### src/rtl/serial_fifo_bridge_pkg.sv
// Shared types and width helpers for the serial FIFO bridge.
// The bridge, its FIFOs and the bench all import this package.
package serial_fifo_bridge_pkg;

    localparam int DATA_W        = 8;
    localparam int DEFAULT_DEPTH = 4;

    typedef enum logic {
        TX_IDLE = 1'b0,
        TX_SEND = 1'b1
    } tx_state_t;

    function automatic int ptr_width(input int depth);
        return $clog2(depth);
    endfunction

    // The count needs one more bit than a pointer so that "full" (== depth) can be represented.
    function automatic int cnt_width(input int depth);
        return $clog2(depth) + 1;
    endfunction

endpackage

### src/rtl/serial_fifo_bridge_if.sv
// Byte-level handshake bundle between the UART side, the CPU datapath side and the bridge.
interface serial_fifo_bridge_if;
    import serial_fifo_bridge_pkg::*;

    logic [DATA_W-1:0] rx_data_in;
    logic              rx_valid_in;
    logic [DATA_W-1:0] cpu_rd_data_out;
    logic              cpu_rd_valid_out;
    logic              cpu_rd_en_in;
    logic [DATA_W-1:0] cpu_wr_data_in;
    logic              cpu_wr_en_in;
    logic              cpu_wr_ready_out;
    logic [DATA_W-1:0] tx_data_out;
    logic              tx_valid_out;
    logic              tx_ready_in;
    logic              clear_in;
    logic              rx_overflow_out;
    logic              tx_overflow_out;

    modport slave (
        input  rx_data_in, rx_valid_in, cpu_rd_en_in, cpu_wr_data_in, cpu_wr_en_in,
               tx_ready_in, clear_in,
        output cpu_rd_data_out, cpu_rd_valid_out, cpu_wr_ready_out, tx_data_out,
               tx_valid_out, rx_overflow_out, tx_overflow_out
    );

    modport master (
        output rx_data_in, rx_valid_in, cpu_rd_en_in, cpu_wr_data_in, cpu_wr_en_in,
               tx_ready_in, clear_in,
        input  cpu_rd_data_out, cpu_rd_valid_out, cpu_wr_ready_out, tx_data_out,
               tx_valid_out, rx_overflow_out, tx_overflow_out
    );

endinterface

### src/rtl/serial_fifo_bridge_sync_fifo.sv
// Show-ahead synchronous FIFO: head is always the oldest entry, read straight from storage.
// A push into a full FIFO still succeeds when a pop happens on the same edge.
module sync_fifo
    import serial_fifo_bridge_pkg::*;
#(
    parameter int WIDTH = 8,
    parameter int DEPTH = 4
) (
    input  logic                        clock,
    input  logic                        reset,
    input  logic                        push,
    input  logic                        pop,
    input  logic [WIDTH-1:0]            push_data,
    output logic [WIDTH-1:0]            head,
    output logic                        full,
    output logic                        empty,
    output logic [cnt_width(DEPTH)-1:0] count
);

    localparam int PTR_W = ptr_width(DEPTH);
    localparam int CNT_W = cnt_width(DEPTH);

    logic [WIDTH-1:0] mem [DEPTH];
    logic [PTR_W-1:0] wr_ptr;
    logic [PTR_W-1:0] rd_ptr;
    logic             do_push;
    logic             do_pop;

    assign empty   = (count == '0);
    assign full    = (count == CNT_W'(DEPTH));
    assign do_pop  = pop && !empty;
    assign do_push = push && (!full || do_pop);
    assign head    = mem[rd_ptr];

    always_ff @(posedge clock or negedge reset) begin
        if (!reset) begin
            for (int i = 0; i < DEPTH; i++) begin
                mem[i] <= '0;
            end
            wr_ptr <= '0;
            rd_ptr <= '0;
            count  <= '0;
        end else begin
            if (do_push) begin
                mem[wr_ptr] <= push_data;
                wr_ptr      <= wr_ptr + PTR_W'(1);
            end
            if (do_pop) begin
                rd_ptr <= rd_ptr + PTR_W'(1);
            end
            if (do_push && !do_pop) begin
                count <= count + CNT_W'(1);
            end else if (do_pop && !do_push) begin
                count <= count - CNT_W'(1);
            end
        end
    end

endmodule

### src/rtl/serial_fifo_bridge.sv
// Buffers UART RX bytes for the CPU and drains CPU TX bytes to the UART through an output register.
// Reset is asynchronous and active-low.
module serial_fifo_bridge
    import serial_fifo_bridge_pkg::*;
#(
    parameter int DEPTH = DEFAULT_DEPTH
) (
    input logic               clock,
    input logic               reset,
    serial_fifo_bridge_if.slave bus
);

    localparam int CNT_W = cnt_width(DEPTH);

    logic [DATA_W-1:0] tx_head;
    logic              rx_full;
    logic              rx_empty;
    logic              tx_full;
    logic              tx_empty;
    logic [CNT_W-1:0]  rx_count;
    logic [CNT_W-1:0]  tx_count;
    logic              tx_pop;
    logic              rx_drop;
    logic              tx_drop;
    tx_state_t         state;

    sync_fifo #(.WIDTH(DATA_W), .DEPTH(DEPTH)) u_rx_fifo (
        .clock     (clock),
        .reset     (reset),
        .push      (bus.rx_valid_in),
        .pop       (bus.cpu_rd_en_in),
        .push_data (bus.rx_data_in),
        .head      (bus.cpu_rd_data_out),
        .full      (rx_full),
        .empty     (rx_empty),
        .count     (rx_count)
    );

    sync_fifo #(.WIDTH(DATA_W), .DEPTH(DEPTH)) u_tx_fifo (
        .clock     (clock),
        .reset     (reset),
        .push      (bus.cpu_wr_en_in),
        .pop       (tx_pop),
        .push_data (bus.cpu_wr_data_in),
        .head      (tx_head),
        .full      (tx_full),
        .empty     (tx_empty),
        .count     (tx_count)
    );

    assign bus.cpu_rd_valid_out = (rx_count != '0);
    assign bus.cpu_wr_ready_out = (tx_count < CNT_W'(DEPTH));

    // The output register frees up either when idle or when the UART takes the current byte.
    assign tx_pop  = !tx_empty && ((state == TX_IDLE) || bus.tx_ready_in);
    assign rx_drop = bus.rx_valid_in && rx_full && !(bus.cpu_rd_en_in && !rx_empty);
    assign tx_drop = bus.cpu_wr_en_in && tx_full && !tx_pop;

    always_ff @(posedge clock or negedge reset) begin
        if (!reset) begin
            state            <= TX_IDLE;
            bus.tx_valid_out <= 1'b0;
            bus.tx_data_out  <= '0;
        end else begin
            case (state)
                TX_IDLE: begin
                    if (!tx_empty) begin
                        bus.tx_data_out  <= tx_head;
                        bus.tx_valid_out <= 1'b1;
                        state            <= TX_SEND;
                    end
                end
                TX_SEND: begin
                    if (bus.tx_ready_in) begin
                        if (!tx_empty) begin
                            bus.tx_data_out <= tx_head;
                        end else begin
                            bus.tx_valid_out <= 1'b0;
                            state            <= TX_IDLE;
                        end
                    end
                end
                default: begin
                    state            <= TX_IDLE;
                    bus.tx_valid_out <= 1'b0;
                end
            endcase
        end
    end

    // A drop on the same edge as a clear leaves the flag set.
    always_ff @(posedge clock or negedge reset) begin
        if (!reset) begin
            bus.rx_overflow_out <= 1'b0;
            bus.tx_overflow_out <= 1'b0;
        end else begin
            if (rx_drop) begin
                bus.rx_overflow_out <= 1'b1;
            end else if (bus.clear_in) begin
                bus.rx_overflow_out <= 1'b0;
            end
            if (tx_drop) begin
                bus.tx_overflow_out <= 1'b1;
            end else if (bus.clear_in) begin
                bus.tx_overflow_out <= 1'b0;
            end
        end
    end

endmodule

### src/flat_wrapper.sv
// flat-port wrapper written by rule: the top's interface ports become plain ports
module serial_fifo_bridge_flat import serial_fifo_bridge_pkg::*;
#(
    parameter int DEPTH = DEFAULT_DEPTH
)
  (clock, reset, bus_rx_data_in, bus_rx_valid_in, bus_cpu_rd_en_in, bus_cpu_wr_data_in, bus_cpu_wr_en_in, bus_tx_ready_in, bus_clear_in, bus_cpu_rd_data_out, bus_cpu_rd_valid_out, bus_cpu_wr_ready_out, bus_tx_data_out, bus_tx_valid_out, bus_rx_overflow_out, bus_tx_overflow_out);
  serial_fifo_bridge_if bus_i ();
  input logic clock;
  input logic reset;
  input wire logic [$bits(bus_i.rx_data_in)-1:0] bus_rx_data_in;
  input wire logic [$bits(bus_i.rx_valid_in)-1:0] bus_rx_valid_in;
  input wire logic [$bits(bus_i.cpu_rd_en_in)-1:0] bus_cpu_rd_en_in;
  input wire logic [$bits(bus_i.cpu_wr_data_in)-1:0] bus_cpu_wr_data_in;
  input wire logic [$bits(bus_i.cpu_wr_en_in)-1:0] bus_cpu_wr_en_in;
  input wire logic [$bits(bus_i.tx_ready_in)-1:0] bus_tx_ready_in;
  input wire logic [$bits(bus_i.clear_in)-1:0] bus_clear_in;
  output wire logic [$bits(bus_i.cpu_rd_data_out)-1:0] bus_cpu_rd_data_out;
  output wire logic [$bits(bus_i.cpu_rd_valid_out)-1:0] bus_cpu_rd_valid_out;
  output wire logic [$bits(bus_i.cpu_wr_ready_out)-1:0] bus_cpu_wr_ready_out;
  output wire logic [$bits(bus_i.tx_data_out)-1:0] bus_tx_data_out;
  output wire logic [$bits(bus_i.tx_valid_out)-1:0] bus_tx_valid_out;
  output wire logic [$bits(bus_i.rx_overflow_out)-1:0] bus_rx_overflow_out;
  output wire logic [$bits(bus_i.tx_overflow_out)-1:0] bus_tx_overflow_out;
  assign bus_i.rx_data_in = bus_rx_data_in;
  assign bus_i.rx_valid_in = bus_rx_valid_in;
  assign bus_i.cpu_rd_en_in = bus_cpu_rd_en_in;
  assign bus_i.cpu_wr_data_in = bus_cpu_wr_data_in;
  assign bus_i.cpu_wr_en_in = bus_cpu_wr_en_in;
  assign bus_i.tx_ready_in = bus_tx_ready_in;
  assign bus_i.clear_in = bus_clear_in;
  assign bus_cpu_rd_data_out = bus_i.cpu_rd_data_out;
  assign bus_cpu_rd_valid_out = bus_i.cpu_rd_valid_out;
  assign bus_cpu_wr_ready_out = bus_i.cpu_wr_ready_out;
  assign bus_tx_data_out = bus_i.tx_data_out;
  assign bus_tx_valid_out = bus_i.tx_valid_out;
  assign bus_rx_overflow_out = bus_i.rx_overflow_out;
  assign bus_tx_overflow_out = bus_i.tx_overflow_out;
  serial_fifo_bridge #(.DEPTH(DEPTH)) u_core (.clock(clock), .reset(reset), .bus(bus_i));
endmodule
### config.mk
export PLATFORM = sky130hd
export DESIGN_NAME = serial_fifo_bridge_flat
export DESIGN_NICKNAME = d
export VERILOG_FILES = /design/src/rtl/serial_fifo_bridge_pkg.sv /design/src/rtl/serial_fifo_bridge_if.sv /design/src/rtl/serial_fifo_bridge_sync_fifo.sv /design/src/rtl/serial_fifo_bridge.sv /design/src/flat_wrapper.sv
export SDC_FILE = /design/constraint.sdc
export NUM_CORES = 1
export LEC_CHECK = 0
export ABC_AREA = 1
export CAP_MARGIN = 5
export CORE_UTILIZATION = 45
export CTS_CLUSTER_DIAMETER = 100
export DETAILED_ROUTE_END_ITERATION = 6
export PLACE_DENSITY_LB_ADDON = 0.08
export SKIP_LAST_GASP = 1
export SLEW_MARGIN = 20
export SYNTH_ARGS = -nofsm -noshare
export SYNTH_HDL_FRONTEND = slang
export SYNTH_SLANG_ARGS = --single-unit
### constraint.sdc
create_clock -name clock -period 2.5 [get_ports clock]
set_input_delay 0.5 -clock clock [delete_from_list [all_inputs] [get_ports clock]]
set_output_delay 0.5 -clock clock [all_outputs]
set_load 0.005 [all_outputs]
==> results of run 1 <==
[critical path, cell delays in order (launching register included)]
cell and delay [ns]:
dfrtp_1 0.39, clkinvlp_4 0.28, o21ai_0 0.27, o22ai_1 0.11
clkdlybuf4s50_1 0.45
[sequential cells by signal, summed over array words and instances (netlist names)]
name,flops
u_core.bus.tx_data_out,8
u_core.u_rx_fifo.rd_ptr,2
u_core.u_tx_fifo.mem,32
u_core.u_rx_fifo.wr_ptr,2
u_core.u_tx_fifo.rd_ptr,2
u_core.bus.rx_overflow_out,1
u_core.u_rx_fifo.mem,32
u_core.bus.tx_valid_out,1
u_core.u_tx_fifo.wr_ptr,2
u_core.bus.tx_overflow_out,1
u_core.u_tx_fifo.count,3
u_core.u_rx_fifo.count,3
u_core.state,1
[how the worst max path moves through the flow]
| stage | startpoint | to | slack [ns] |
|---|---|---|---|
| global route | u_core.u_rx_fifo.rd_ptr[0] | bus_cpu_rd_data_out[4] | 0.02 |
| detailed placement | bus_cpu_rd_en_in | u_core.u_rx_fifo.count[1] | 0.03 |
| floorplan | bus_tx_ready_in | u_core.u_tx_fifo.count[2] | 0.53 |
| global placement | bus_cpu_rd_en_in | u_core.u_rx_fifo.count[1] | 0.11 |
| CTS | u_core.u_rx_fifo.rd_ptr[0] | bus_cpu_rd_data_out[4] | 0.08 |
| finish | u_core.u_rx_fifo.rd_ptr[0] | bus_cpu_rd_data_out[4] | 0.13 |
[cells by family after synthesis]
group	Yosys count	share of synthesized area, %
and+or+nand+nor	250	25.2
DFF	90	52.8
adders and majority gates	12	3.88
xor gates and xnor gates	8	1.64
muxes	1	0.264
buffers and inverters	55	6.69
AOI/OAI and AO/OA	78	9.42
[cells in the final DEF, fill, tap and decap left out, types with 2 or more instances in the layout]
cell             Yosys  layout
fa_1                 2       2
nand2_1            172     172
clkinv_2             0       3
nor2_1              30      30
xnor2_1              2       2
o21ai_1              5       5
clkbuf_8             0      10
o21ai_0             62      62
o22ai_1              9       9
buf_4                2      12
nand3_1              7       7
xor2_1               6       6
ha_1                10      10
clkdlybuf4s50_1      0      42
inv_1               29      28
dfrtp_1             90      90
nand3_2              7       7
a21oi_1              2       2
nand4_1             32      32
[area by class of cell]
| class | instances | area (um^2) | area share, % |
|---|---|---|---|
| clock buffer | 11 | 141 | 2.85 |
| clock inverter | 5 | 53.8 | 1.08 |
| inverter | 31 | 120 | 2.42 |
| multi-input combinational | 349 | 1720 | 34.8 |
| sequential | 90 | 2250 | 45.4 |
| tap | 111 | 139 | 2.80 |
| timing repair buffer | 55 | 531 | 10.7 |
[per-stage QoR]
step | instances | hold WS (ns) | utilization [%] | area, um^2 | power, W
3_5_place_dp | 634 | 0.433 | 51.6 | 4750 | 0.00523
4_1_cts | 650 | 0.198 | 53.8 | 4950 | 0.00624
6_report | 652 | 0.169 | 53.9 | 4960 | 0.00619
3_3_place_gp | 634 | 0.427 | 51.6 | 4750 | 0.00516
2_1_floorplan | 494 | 0.204 | - | 4260 | 0.00425
5_1_grt | 652 | 0.207 | 53.9 | 4960 | 0.00679
[what timing repair did]
action	CTS	global route
buffers inserted	0	2
endpoints found under the setup margin	3	1
resized for setup	1	0
[where the power goes]
| group | switching (W) | internal [W] | total (W) |
|---|---|---|---|
| logic | 0.00151 | 0.00118 | 0.00270 |
| clock network | 0.000492 | 0.000487 | 0.000979 |
| registers | 0.000389 | 0.00213 | 0.00252 |
| total | 0.00239 | 0.00380 | 0.00619 |
[layer usage]
metal | up-vias | GRT usage [%] | share of wire (%)
li1 | 1697 | - | -
met1 | 1593 | 26.3 | 47
met2 | 65 | 35.4 | 48
met3 | 15 | 4.85 | 3.9
met4 | 0 | 5.88 | 1.7
met5 | - | 0 | 0
==> flow_metrics.tcl, run 1 <==
set metrics [dict create \
    antenna_found_initial 0 \
    place_hpwl_mm 6.07 \
    n_antenna_cell 0 \
    grt_first_pass_wirelength_mm 15.8 \
    finalClockSkew_ns 0.00944 \
    grt_max_degree 91 \
    drv_cap 0 \
    end_kind "output pin" \
    finalCritPeriodShare_pct 95.0 \
    async_reset_ff_share_pct 100 \
    fin_crit_ns 2.37 \
    ys_ff_latch 90 \
    cp_max_fo 17 \
    core_area_mm2 0.00920 \
    synthDistinctLibCells 25 \
    synth_area_mm2 0.00426 \
    r2r_end "u_core.u_rx_fifo.count[2]" \
    synth.most_common_cell "nand2_1" \
    syn_inst 494 \
    cellLeakagePower_nw 2.45 \
    viasPerCell 5.17 \
    syn2layout_area_growth_pct 16.4 \
    gp_congestion 0.804 \
    cts.sinks 90 \
    syn_area_per_cell_um2 8.63 \
    hold_class "in2async" \
    via_count 3370 \
    die_y_um 99.3 \
    antenna_left 0 \
    hold_violations 0 \
    yosysTopAreaCellShare_pct 52.8 \
    path_clk_slew_ns 0.08 \
    cts_hold_buf 0 \
    htree_num_levels 3 \
    first_global_vias 3237 \
    yosysWarnings 0 \
    clk-insertion-delay-late_ns 0.35 \
    first_iter_violations 168 \
    worstPathArrival_ns 1.87 \
    r2r.worst_path.cells 10 \
    reg2reg_slack_ns 0.47 \
    dp_slack_ns 0.0276 \
    worst_ep_required_time_ns 2.00 \
    num_io_pins 44 \
    start_util_pct 46.3 \
    port-buffer-count 43 \
    grt.overflow.total 0 \
    max_freq_mhz 421 \
    cts_made_buffers 9 \
    drv_slew 0 \
    synthFlopType "dfrtp_1" \
    cts_tree "built" \
    pwr_density_cell_mw_per_mm2 1250 \
    synth_fp_nets 529 \
    rr_startpoint "u_core.u_rx_fifo.count[0]" \
    fin_tns_setup_ns 0 \
    layout.nets 571 \
    finalWirelength_mm 9.25 \
    ys_top_cells_by_area "dfrtp_1, nand2_1, o21ai_0" \
    synth_edf_count 0 \
    grtUsageTotal_pct 20.7 \
    synth_top_area_cell "dfrtp_1" \
    nFillCells 890 \
    status "finished, final reports clean" \
    slew_headroom_pct 67.5 \
    setup_ws_ns 0.126 \
    finalSetupViolCount 0 \
    peakVddDrop_mv 0.485 \
    rsz0062_at_grt "false" \
    critPathKind "reg2out" \
    firstDrtPassIters 4 \
    drive_gt1_share_pct 7.39 \
    cts-root-buf "clkbuf_8" \
    crit_path_start_kind "register" \
    synth_common_cells "nand2_1, dfrtp_1, o21ai_0" \
    clockBufferDepth 2 \
    drcViolationCount 0 \
    routedWlPerCell_um 14.2 \
    rows 35 \
    die_x_um 99.3 \
    ys_seq_area_share_pct 52.8 \
    worstMarginPinSlew_ns 0.488 \
    die_area_mm2 0.00986 \
]
Note: power is estimated with default switching activity, not from simulation.
==> inputs of run 2 (changes only) <==
Settings changed: CTS_BUF_LIST set to sky130_fd_sc_hd__clkbuf_4, SLEW_MARGIN 20 to 0, TNS_END_PERCENT set to 50.
==> flow_metrics.tcl, run 2 (same netlist as run 1, synthesis figures left out) <==
set metrics [dict create \
    hold_class "in2async" \
    cp_max_fo 17 \
    cts-root-buf "clkbuf_4" \
    reg_top3 "u_core.u_rx_fifo.mem (32), u_core.u_tx_fifo.mem (32), u_core.bus.tx_data_out (8)" \
    grtUsageTotal_pct 20.5 \
    cts_tree "built" \
    firstDrtPassIters 4 \
    clockBufferDepth 2 \
    htree_num_levels 3 \
    port-buffer-count 43 \
    layout.nets 572 \
    comb_power_share_pct 45.4 \
    slew_headroom_pct 67.7 \
    grt_max_degree 91 \
    die_area_mm2 0.00986 \
    status "finished, final reports clean" \
    peakVddDrop_mv 0.458 \
    cp_top_family "buffers and inverters" \
    via_count 3360 \
    first_iter_violations 167 \
    drv_slew 0 \
    n_antenna_cell 0 \
    cts.sinks 90 \
    final_common_cell "nand2_1" \
    critPathMaxStageDelay_ns 0.51 \
    dpl_cell_area_mm2 0.00475 \
    die_x_um 99.3 \
    rows 35 \
    core_area_mm2 0.00920 \
    cellLeakagePower_nw 2.43 \
    cts_hold_buf 0 \
    start_util_pct 46.3 \
    seqPwrFrac_pct 41.6 \
    grt_first_pass_wirelength_mm 15.7 \
    finalClockSkew_ns 0.0173 \
    power.total_w 0.00604 \
    ff_latch_area_mm2 0.00225 \
    multiInputGateArea_mm2 0.00172 \
    critPathKind "reg2out" \
    placedCellCount 634 \
    end_kind "output pin" \
    gp_congestion 0.804 \
    critPathSlowestCell "clkdlybuf4s50_1" \
    num_io_pins 44 \
    max_freq_mhz 418 \
    fin_crit_ns 2.39 \
    first_global_vias 3248 \
    final_cell_area_mm2 0.00492 \
    crit_path_start_kind "register" \
    drv_cap 0 \
    p_int_w 0.00365 \
    clkPwrFrac_pct 13.0 \
    syn2layout_area_growth_pct 15.5 \
    path_clk_slew_ns 0.13 \
    rsz0062_at_grt "true" \
    finalCritPeriodShare_pct 95.6 \
    nFillCells 905 \
    layout.cells.non_filler 653 \
    clk-insertion-delay-late_ns 0.43 \
    antenna_found_initial 0 \
    drive_gt1_share_pct 7.75 \
    worstPathArrival_ns 1.89 \
    path_cells "clkinvlp_4, buf_12, buf_4, nor2_1, o22ai_1, clkdlybuf4s50_1" \
    finalSetupViolCount 0 \
    dp_slack_ns 0.0276 \
    path_buf_inv 4 \
    switching_share_pct 39.5 \
    routedWlPerCell_um 14.1 \
    grt.overflow.total 0 \
    layout_common_cells "nand2_1, dfrtp_1, o21ai_0" \
    die_y_um 99.3 \
    finalWirelength_mm 9.22 \
    place_hpwl_mm 6.07 \
    cts_made_buffers 9 \
    hold_violations 0 \
    pwr_density_cell_mw_per_mm2 1230 \
    drcViolationCount 0 \
    worstMarginPinSlew_ns 0.485 \
    worst_ep_required_time_ns 2.00 \
    setup_ws_ns 0.110 \
    switchingPower_w 0.00238 \
    viasPerCell 5.15 \
    antenna_left 0 \
]
run 2: cell types whose count changed in the layout (fill, tap and decap cells not counted), sizes merged:
cell	previous run	this run
clkinv	5	6
buf	13	14
clkbuf	11	10
run 2: per-stage QoR:
step | utilization, % | setup TNS (ns) | hold WS [ns]
final | 53.5 | 0 | 0.0808
after global routing | 53.5 | -0.0327 | 0.112
after CTS | 53.5 | 0 | 0.0969
after detailed placement | 51.6 | 0 | 0.433
after global placement | 51.6 | 0 | 0.427
after floorplan | - | 0 | 0.204
run 2: worst reg2reg max path: stages (launching register included):
cell and delay [ns]:
dfrtp_1 0.45, nor2_1 0.23, nand2_1 0.14, nand2_1 0.14
ha_1 0.16, inv_1 0.07, fa_1 0.44, nor2_1 0.11
nor2_1 0.04, nand2_1 0.06, xor2_1 0.13
run 2: final cells by class:
| class | count | share of cell area, % |
|---|---|---|
| Sequential cell | 90 | 45.8 |
| Multi-Input combinational cell | 349 | 35.0 |
| Timing Repair Buffer | 56 | 11.3 |
| Tap cell | 111 | 2.82 |
| Inverter | 31 | 2.44 |
| Clock buffer | 10 | 1.53 |
| Clock inverter | 6 | 1.17 |
run 2: timing repair:
item / 4_1_cts / 5_1_grt
cloned: 0 / 0
gates resized for setup: 1 / 2
setup buffers: 3 / 0
setup endpoints to repair: 8 / 6
run 2: final timing paths:
kind,from,endpoint,slack [ns],cells past startpoint
max,u_core.u_rx_fifo.rd_ptr[0],bus_cpu_rd_data_out[6],0.11,6
min,reset,u_core.u_rx_fifo.wr_ptr[0],0.08,2
max reg2reg,u_core.u_rx_fifo.count[0],u_core.u_rx_fifo.count[2],0.45,10
min reg2reg,u_core.state,u_core.bus.tx_valid_out,0.45,1
max in group asynchronous,reset,u_core.bus.tx_data_out[7],2.03,2
min in group clock,u_core.state,u_core.bus.tx_valid_out,0.45,1
run 2: power groups by stage:
stage | logic, W | clock network, W | registers [W]
6_report | 0.00274 | 0.000785 | 0.00251
5_1_grt | 0.00316 | 0.000862 | 0.00260
3_5_place_dp | 0.00270 | 0 | 0.00253
3_3_place_gp | 0.00264 | 0 | 0.00251
4_1_cts | 0.00277 | 0.000816 | 0.00251
2_1_floorplan | 0.00181 | 0 | 0.00244
run 2: layer usage:
metal / global-route usage, % / vias up / part of all wire [%]
li1: - / 1700 / -
met1: 26.0 / 1593 / 46
met2: 35.4 / 59 / 49
met3: 4.43 / 8 / 3.6
met4: 6.22 / 0 / 1.2
met5: 0 / - / 0
